File: src/rtl/seq_shr_pkg.sv
// seq_shr_pkg -- shared definitions for the sequential right shifter.
// Holds the FSM state encoding used by seq_shr and by its testbench.
// The data width is deliberately not defined here; it is a parameter of seq_shr.
package seq_shr_pkg;

  typedef enum logic [1:0] {
    IDLE  = 2'd0,
    SHIFT = 2'd1,
    DONE  = 2'd2
  } state_t;

endpackage

File: src/rtl/seq_shr.sv
// seq_shr -- sequential right shifter, one bit position per clock.
//
// Accepts an operand and a shift distance through a valid/ready handshake,
// shifts the working register right one bit per edge while a down-counter
// runs to its terminal count, then presents the result until it is taken.
//
// Optional feature macro: SEQ_SHR_ARITH_EN
//   defined   -> adds input 'arith'; arith=1 at accept replicates the
//                operand's MSB into the vacated bits (arithmetic shift)
//   undefined -> logical shifts only, no 'arith' port
//
// Ports:
//   Clk        in   clock, rising edge
//   Rst        in   asynchronous active-high reset
//   a          in   [DATAWIDTH-1:0]         operand
//   sh_amt     in   [clog2(DATAWIDTH)-1:0]  right-shift distance
//   in_valid   in   operand request
//   in_ready   out  block can accept an operand (IDLE)
//   d          out  [DATAWIDTH-1:0] result, valid while out_valid
//   out_valid  out  result available (DONE)
//   out_ready  in   consumer takes the result
//   busy       out  operation in progress or result pending
//   arith      in   arithmetic-shift select (SEQ_SHR_ARITH_EN only)
//
// State table:
//   IDLE  | waiting for an operand; in_ready high
//   SHIFT | shifting one bit per edge, counter counting down
//   DONE  | result on d, held until out_ready
module seq_shr
  import seq_shr_pkg::*;
#(
  parameter int DATAWIDTH = 8
)
(
  input  logic                         Clk,
  input  logic                         Rst,
  input  logic [DATAWIDTH-1:0]         a,
  input  logic [$clog2(DATAWIDTH)-1:0] sh_amt,
  input  logic                         in_valid,
  output logic                         in_ready,
  output logic [DATAWIDTH-1:0]         d,
  output logic                         out_valid,
  input  logic                         out_ready,
`ifdef SEQ_SHR_ARITH_EN
  input  logic                         arith,
`endif
  output logic                         busy
);

  localparam int CW = $clog2(DATAWIDTH);

  state_t                 state;
  logic [DATAWIDTH-1:0]   work;
  logic [CW-1:0]          cnt;
  logic                   fill;
  logic                   fill_next;

  // Bit shifted into the MSB on every step; fixed at accept so later
  // changes of a/arith cannot disturb an operation in flight.
`ifdef SEQ_SHR_ARITH_EN
  assign fill_next = arith & a[DATAWIDTH-1];
`else
  assign fill_next = 1'b0;
`endif

  always_ff @(posedge Clk or posedge Rst) begin
    if (Rst) begin
      state <= IDLE;
      work  <= '0;
      cnt   <= '0;
      fill  <= 1'b0;
    end else begin
      case (state)
        IDLE: begin
          if (in_valid) begin
            work  <= a;
            cnt   <= sh_amt;
            fill  <= fill_next;
            state <= (sh_amt == '0) ? DONE : SHIFT;
          end
        end
        SHIFT: begin
          work <= {fill, work[DATAWIDTH-1:1]};
          cnt  <= cnt - CW'(1);
          // Terminal count: this edge performs the last shift.
          if (cnt == CW'(1)) begin
            state <= DONE;
          end
        end
        DONE: begin
          if (out_ready) begin
            state <= IDLE;
          end
        end
        default: state <= IDLE;
      endcase
    end
  end

  // All outputs decode directly from registers; no input-to-output paths.
  assign in_ready  = (state == IDLE);
  assign out_valid = (state == DONE);
  assign busy      = (state != IDLE);
  assign d         = work;

endmodule
File: config.mk
export PLATFORM = sky130hd
export DESIGN_NAME = seq_shr
export DESIGN_NICKNAME = d
export VERILOG_FILES = /design/src/rtl/seq_shr_pkg.sv /design/src/rtl/seq_shr.sv
export SDC_FILE = /design/constraint.sdc
export NUM_CORES = 1
export LEC_CHECK = 0
export CORE_ASPECT_RATIO = 1.4
export CORE_MARGIN = 4
export CORE_UTILIZATION = 39
export DETAILED_ROUTE_END_ITERATION = 8
export PLACE_DENSITY = 0.73
export SLEW_MARGIN = 10
export SYNTH_ARGS = -nofsm -noshare
export SYNTH_HDL_FRONTEND = slang
export SYNTH_SLANG_ARGS = --single-unit
export TNS_END_PERCENT = 20
File: constraint.sdc
create_clock -name Clk -period 1.05 [get_ports Clk]
set_input_delay 0.21 -clock Clk [delete_from_list [all_inputs] [get_ports Clk]]
set_output_delay 0.21 -clock Clk [all_outputs]
set_load 0.01 [all_outputs]
# Word level (Yosys, flattened, before mapping)
# Cells that the tools add are included.
[totals] in_bits=15 output_inout_bits=11 regBits=13 wordCells=25
[op_classes] n_mux=9 n_reduce_logical=6 addsub=1 eq_ne=6
[op_table] cell="one-hot mux 8 bit (2 select lines)" count=1
[op_table] cell="two-way mux 2 bit" count=4
[op_table] cell="two-way mux 8 bit" count=1
[op_table] cell="one-hot mux 2 bit (3 select lines)" count=1
[op_table] cell="one-hot mux 3 bit (2 select lines)" count=1
[op_table] cell="!= test 2 bit, second input constant" count=2
[op_table] cell="nonzero test 2 bit" count=2
[op_table] cell="equality test 3 x 1 -> 1 bit, second input constant" count=1
[op_table] cell="zero test 3 bit" count=1
[op_table] cell="two-way mux 3 bit" count=1
[op_table] cell="AND reduction 3 bit" count=1
[op_table] cell="subtractor 3 x 1 -> 3 bit, second input constant" count=1
[op_table] cell="equality test 2 x 1 -> 1 bit, second input constant" count=1
[op_table] cell="equality test 2 bit, second input constant" count=1
[op_table] cell="zero test 2 bit" count=1
[op_table] cell="!= test 2 x 1 -> 1 bit, second input constant" count=1
[op_table] cell="AND reduction 2 bit" count=1

# Longest topological paths before layout
[depth] depth_word=4 depth_mapped=5 ltp_nobuf=5

# Least setup slack after synthesis
# OpenSTA, ideal clock, no wires.
[synth_path] kind="reg2out" startpoint="reg state[0]" endpoint="out busy" path_buffers=2 required_time_ns=0.840 stages_incl_launch_ff=5 path_slack_ns=-0.118 arrival_ns=0.958 path_cell_list="dfrtp_1 buf_6 buf_2 nor2_1 inv_1"
[synth_between] elab_chain_cells=1
[synth_lines] item="start: declaration" line_no="seq_shr.sv:52" text="state_t state;"
[synth_lines] item="start signal: assignment" line_no="seq_shr.sv:79" text="state <= (sh_amt == '0) ? DONE : SHIFT;"
[synth_lines] item="nonzero test 2 bit" line_no="seq_shr.sv:103" text="assign busy = (state != IDLE);"
[synth_lines] item="end: declaration" line_no="seq_shr.sv:47" text="output logic busy"
# No other way between the ends.

# Worst setup path after layout
[layout_path] startpoint="reg state[0]" endpoint="reg cnt[2]"
[layout_between] elab_chain_cells=3 elab_cells_between_ends=6 classes_between="2 x eq/ne; 1 x mux; 3 x reduce/logical"
[layout_lines] item="equality test 2 x 1 -> 1 bit / zero test 2 bit (equally long branches)" line_no="seq_shr.sv:73" text="case (state)"
[layout_lines] item="nonzero test 2 bit (no line) / != test 2 bit (equally long branches)"
[layout_lines] item="AND reduction 2 bit (no line)"
[layout_lines] item="end signal: assignment" line_no="seq_shr.sv:77" text="cnt <= sh_amt;"
[layout_lines] item="end signal: assignment" line_no="seq_shr.sv:84" text="cnt <= cnt - CW'(1);"
[layout_lines] item="end: declaration" line_no="seq_shr.sv:54" text="logic [CW-1:0] cnt;"
# Parallel ways exist; a longest one is shown, timed or not.
# A chain may end at the register's enable or synchronous reset.

==> impl_results.md <==
- Setup crit end kind: register
- Synth Area in Adders: 3.31%
- Hold-fix buffers, CTS: 0
- Synth area leaders: dfrtp_1, o21ai_0, a21oi_1, and3b_1, nand2_1
- Worst path top cell family by delay: compound AO/OA/AOI/OAI gates
- DR pass1 iterations: 4
- PnR worst setup slack: -0.247 ns
- Cells after synthesis: 83
- Slew HR: 83.0%
- Skew final: 0.00244 ns
- Cell taking the most area after synthesis: dfrtp_1
- DRC Markers: 0
- Area Overhead vs Synth: 56.4%
- Synth top area share: 43.0%
- Synthesized area: 757 sq um
- CTS tree: yes
- Initial DRC count: 8
- Clk buf depth: 2
- Global-route usage over all layers: 16.8%
- Post-synthesis xor/xnor area fraction: 0%
- Final GP Congestion: 0.809
- Routed WL per cell: 12.8 um
- Worst-path maximum fanout: 19
- Post-Synth Simple-Gate Area: 19.8%
- # clock sinks: 13
- Die ar.: 0.00272 sq mm
- Rows: 18
- Worst R2R Setup Slack: -0.25 ns
- Post-synthesis compound-gate area fraction: 24.0%
- Fill count: 152
- Count of final setup violators: 15
- Worst hold path class: in2async
- Yosys warns: 0
- Commonest non-fill, non-tap cell in the layout: buf_4
- CP startpoint kind: register
- Required time worst endpoint: 1.23 ns
- Synthesis-stage register bit count: 13
- Power per cell area: 2610 mW/mm^2
- Final #Nets: 147
- Post-layout min period: 1.30 ns
- CP arrival: 1.48 ns
- H-tree depth: 1
- Share of post-route cells with drive strength above 1: 34.9%
- Maxcap violations: 0
- # IOs: 26
- Antenna violations before repair: 0
- ANT cells: 0
- Total Wirelength: 1910 um
- Worst Tran Pin Value: 0.254 ns
- Syn_area_per_cell: 9.12 sq um
- Antenna-violating nets left: 0
- Worst path bufs/invs: 2
- Status: finished, violations left
- P_leak: 0.592 nW
- Die X: 45.2 um
- Final Max Tran Viols: 0
- Via count: 768
- Endpoints failing hold: 0
- Largest family of logic cells by synthesized area: compound AO/OA/AOI/OAI gates
- Maximum VDD drop: 0.00144 V
- Mapped Nets: 100
- Final Power: 0.00309 W
- First-pass GRT wire length: 3300 um
- Vias in the first global route: 735
- Distinct cells, synth: 23
- RSZ-0062 raised after global routing: yes
- Dpl ws: -0.423 ns
- GR Overflow Total: 0
- Mux cell area share after synthesis: 0%
- CTS buffer count: 3
- Initial Util: 42.0%
- Worst-path cell chain: buf_4 -> buf_12 -> o31a_1 -> o22a_1
- Most frequent cells in the layout: buf_4, clkdlybuf4s50_1, dfrtp_1, buf_2, nand2_1
- Fmax: 771 MHz
- CTS clk-pin slew, worst paths: 0.08 ns
- Die Ht: 60.1 um
- Crit share post-route: 124%
- Clock latency on the worst-skew pair: 0.28 ns
- Clk root buf: clkbuf_4
- Placed wire-length estimate: 1370 um
- Core ar.: 0.00180 sq mm
- Pin count of the biggest net entering global routing: 20
- Drt via density: 5.15
- Max incr delay on CP: 0.42 ns
- Setup TNS: -2.69 ns
- Port Buf Inserts: 25
- Violated checks: negative setup slack
- Sequential share of the synthesized area: 43.0%
- Worst Setup Path Type: reg2reg
- Crit-path slowest cell: dfrtp_2
[worst reg2reg max path, cell delays in order, from the launching register on]
cell and delay [ns]:
dfrtp_2 0.42, buf_4 0.16, buf_12 0.15, o31a_1 0.28, o22a_1 0.19
[repair_timing]
action                     CTS  global route
setup endpoints to repair   24            21
cloned                       0             0
pin swaps                    0             1
gates resized for setup     51            10
setup buffers                4             0
[final timing paths]
path / startpoint / end / depth (start not counted)
max in group asynchronous: Rst / state[0]$_DFFE_PP0P_ / 3
max reg2reg: state[0]$_DFFE_PP0P_ / cnt[2]$_DFFE_PP0P_ / 4
min: Rst / d[4]$_DFFE_PP0P_ / 3
max: state[0]$_DFFE_PP0P_ / cnt[2]$_DFFE_PP0P_ / 4
min reg2reg: d[0]$_DFFE_PP0P_ / d[0]$_DFFE_PP0P_ / 3
min in group Clk: in_valid / state[0]$_DFFE_PP0P_ / 4
[metrics by stage]
stage	cell area, sq um	instances	util, %	hold slack (ns)
2_1_floorplan	767	83	-	0.0870
3_3_place_gp	1140	141	63.3	0.518
3_5_place_dp	1140	141	63.3	0.524
4_1_cts	1160	149	64.5	0.216
5_1_grt	1180	149	65.7	0.221
6_report	1180	149	65.7	0.212
[cell usage after synthesis]
cell type,count
nand2_1,10
dfrtp_1,13
and3b_1,5
inv_1,8
nor3b_2,2
nand2b_1,1
nor3_1,1
a21oi_1,9
o31a_1,1
a2bb2oi_1,1
a32oi_1,1
buf_6,1
clkbuf_1,1
o21ai_0,10
a22oi_1,2
buf_8,1
nor2_1,4
o21bai_4,1
o22a_1,3
ha_1,2
nor2b_1,2
nand3_1,1
buf_2,3
[metal layers]
layer	routed length [um]	up-vias	global-route usage, %
li1	-	377	-
met2	1020	17	27.7
met3	83	7	2.41
met5	0	-	0
met1	751	367	20.0
met4	61	0	10.0
[layout make-up]
cell class	instances	area [sq um]	area share, %
Timing Repair Buffer	48	398	33.6
Multi-Input combinational cell	56	378	31.9
Tap cell	20	25.0	2.11
Sequential cell	13	327	27.6
Inverter	8	30.0	2.54
Clock buffer	4	26.3	2.22
[power by group]
part	switching (W)	total, W	internal, W	leakage, nW
clock network	0.000176	0.000324	0.000148	0.0150
registers	0.000130	0.000858	0.000727	0.159
logic	0.000872	0.00191	0.00104	0.417
total	0.00118	0.00309	0.00191	0.592
[sequential cells by signal, summed over array words and instances, names as in the netlist]
name   count
cnt        3
d          8
state      2
[cells by family after synthesis]
family          after synthesis
compound gates               28
simple gates                 26
buf+inv                      14
flops                        13
fa+ha+maj                     2
Note: power is estimated with default switching activity, not from simulation.
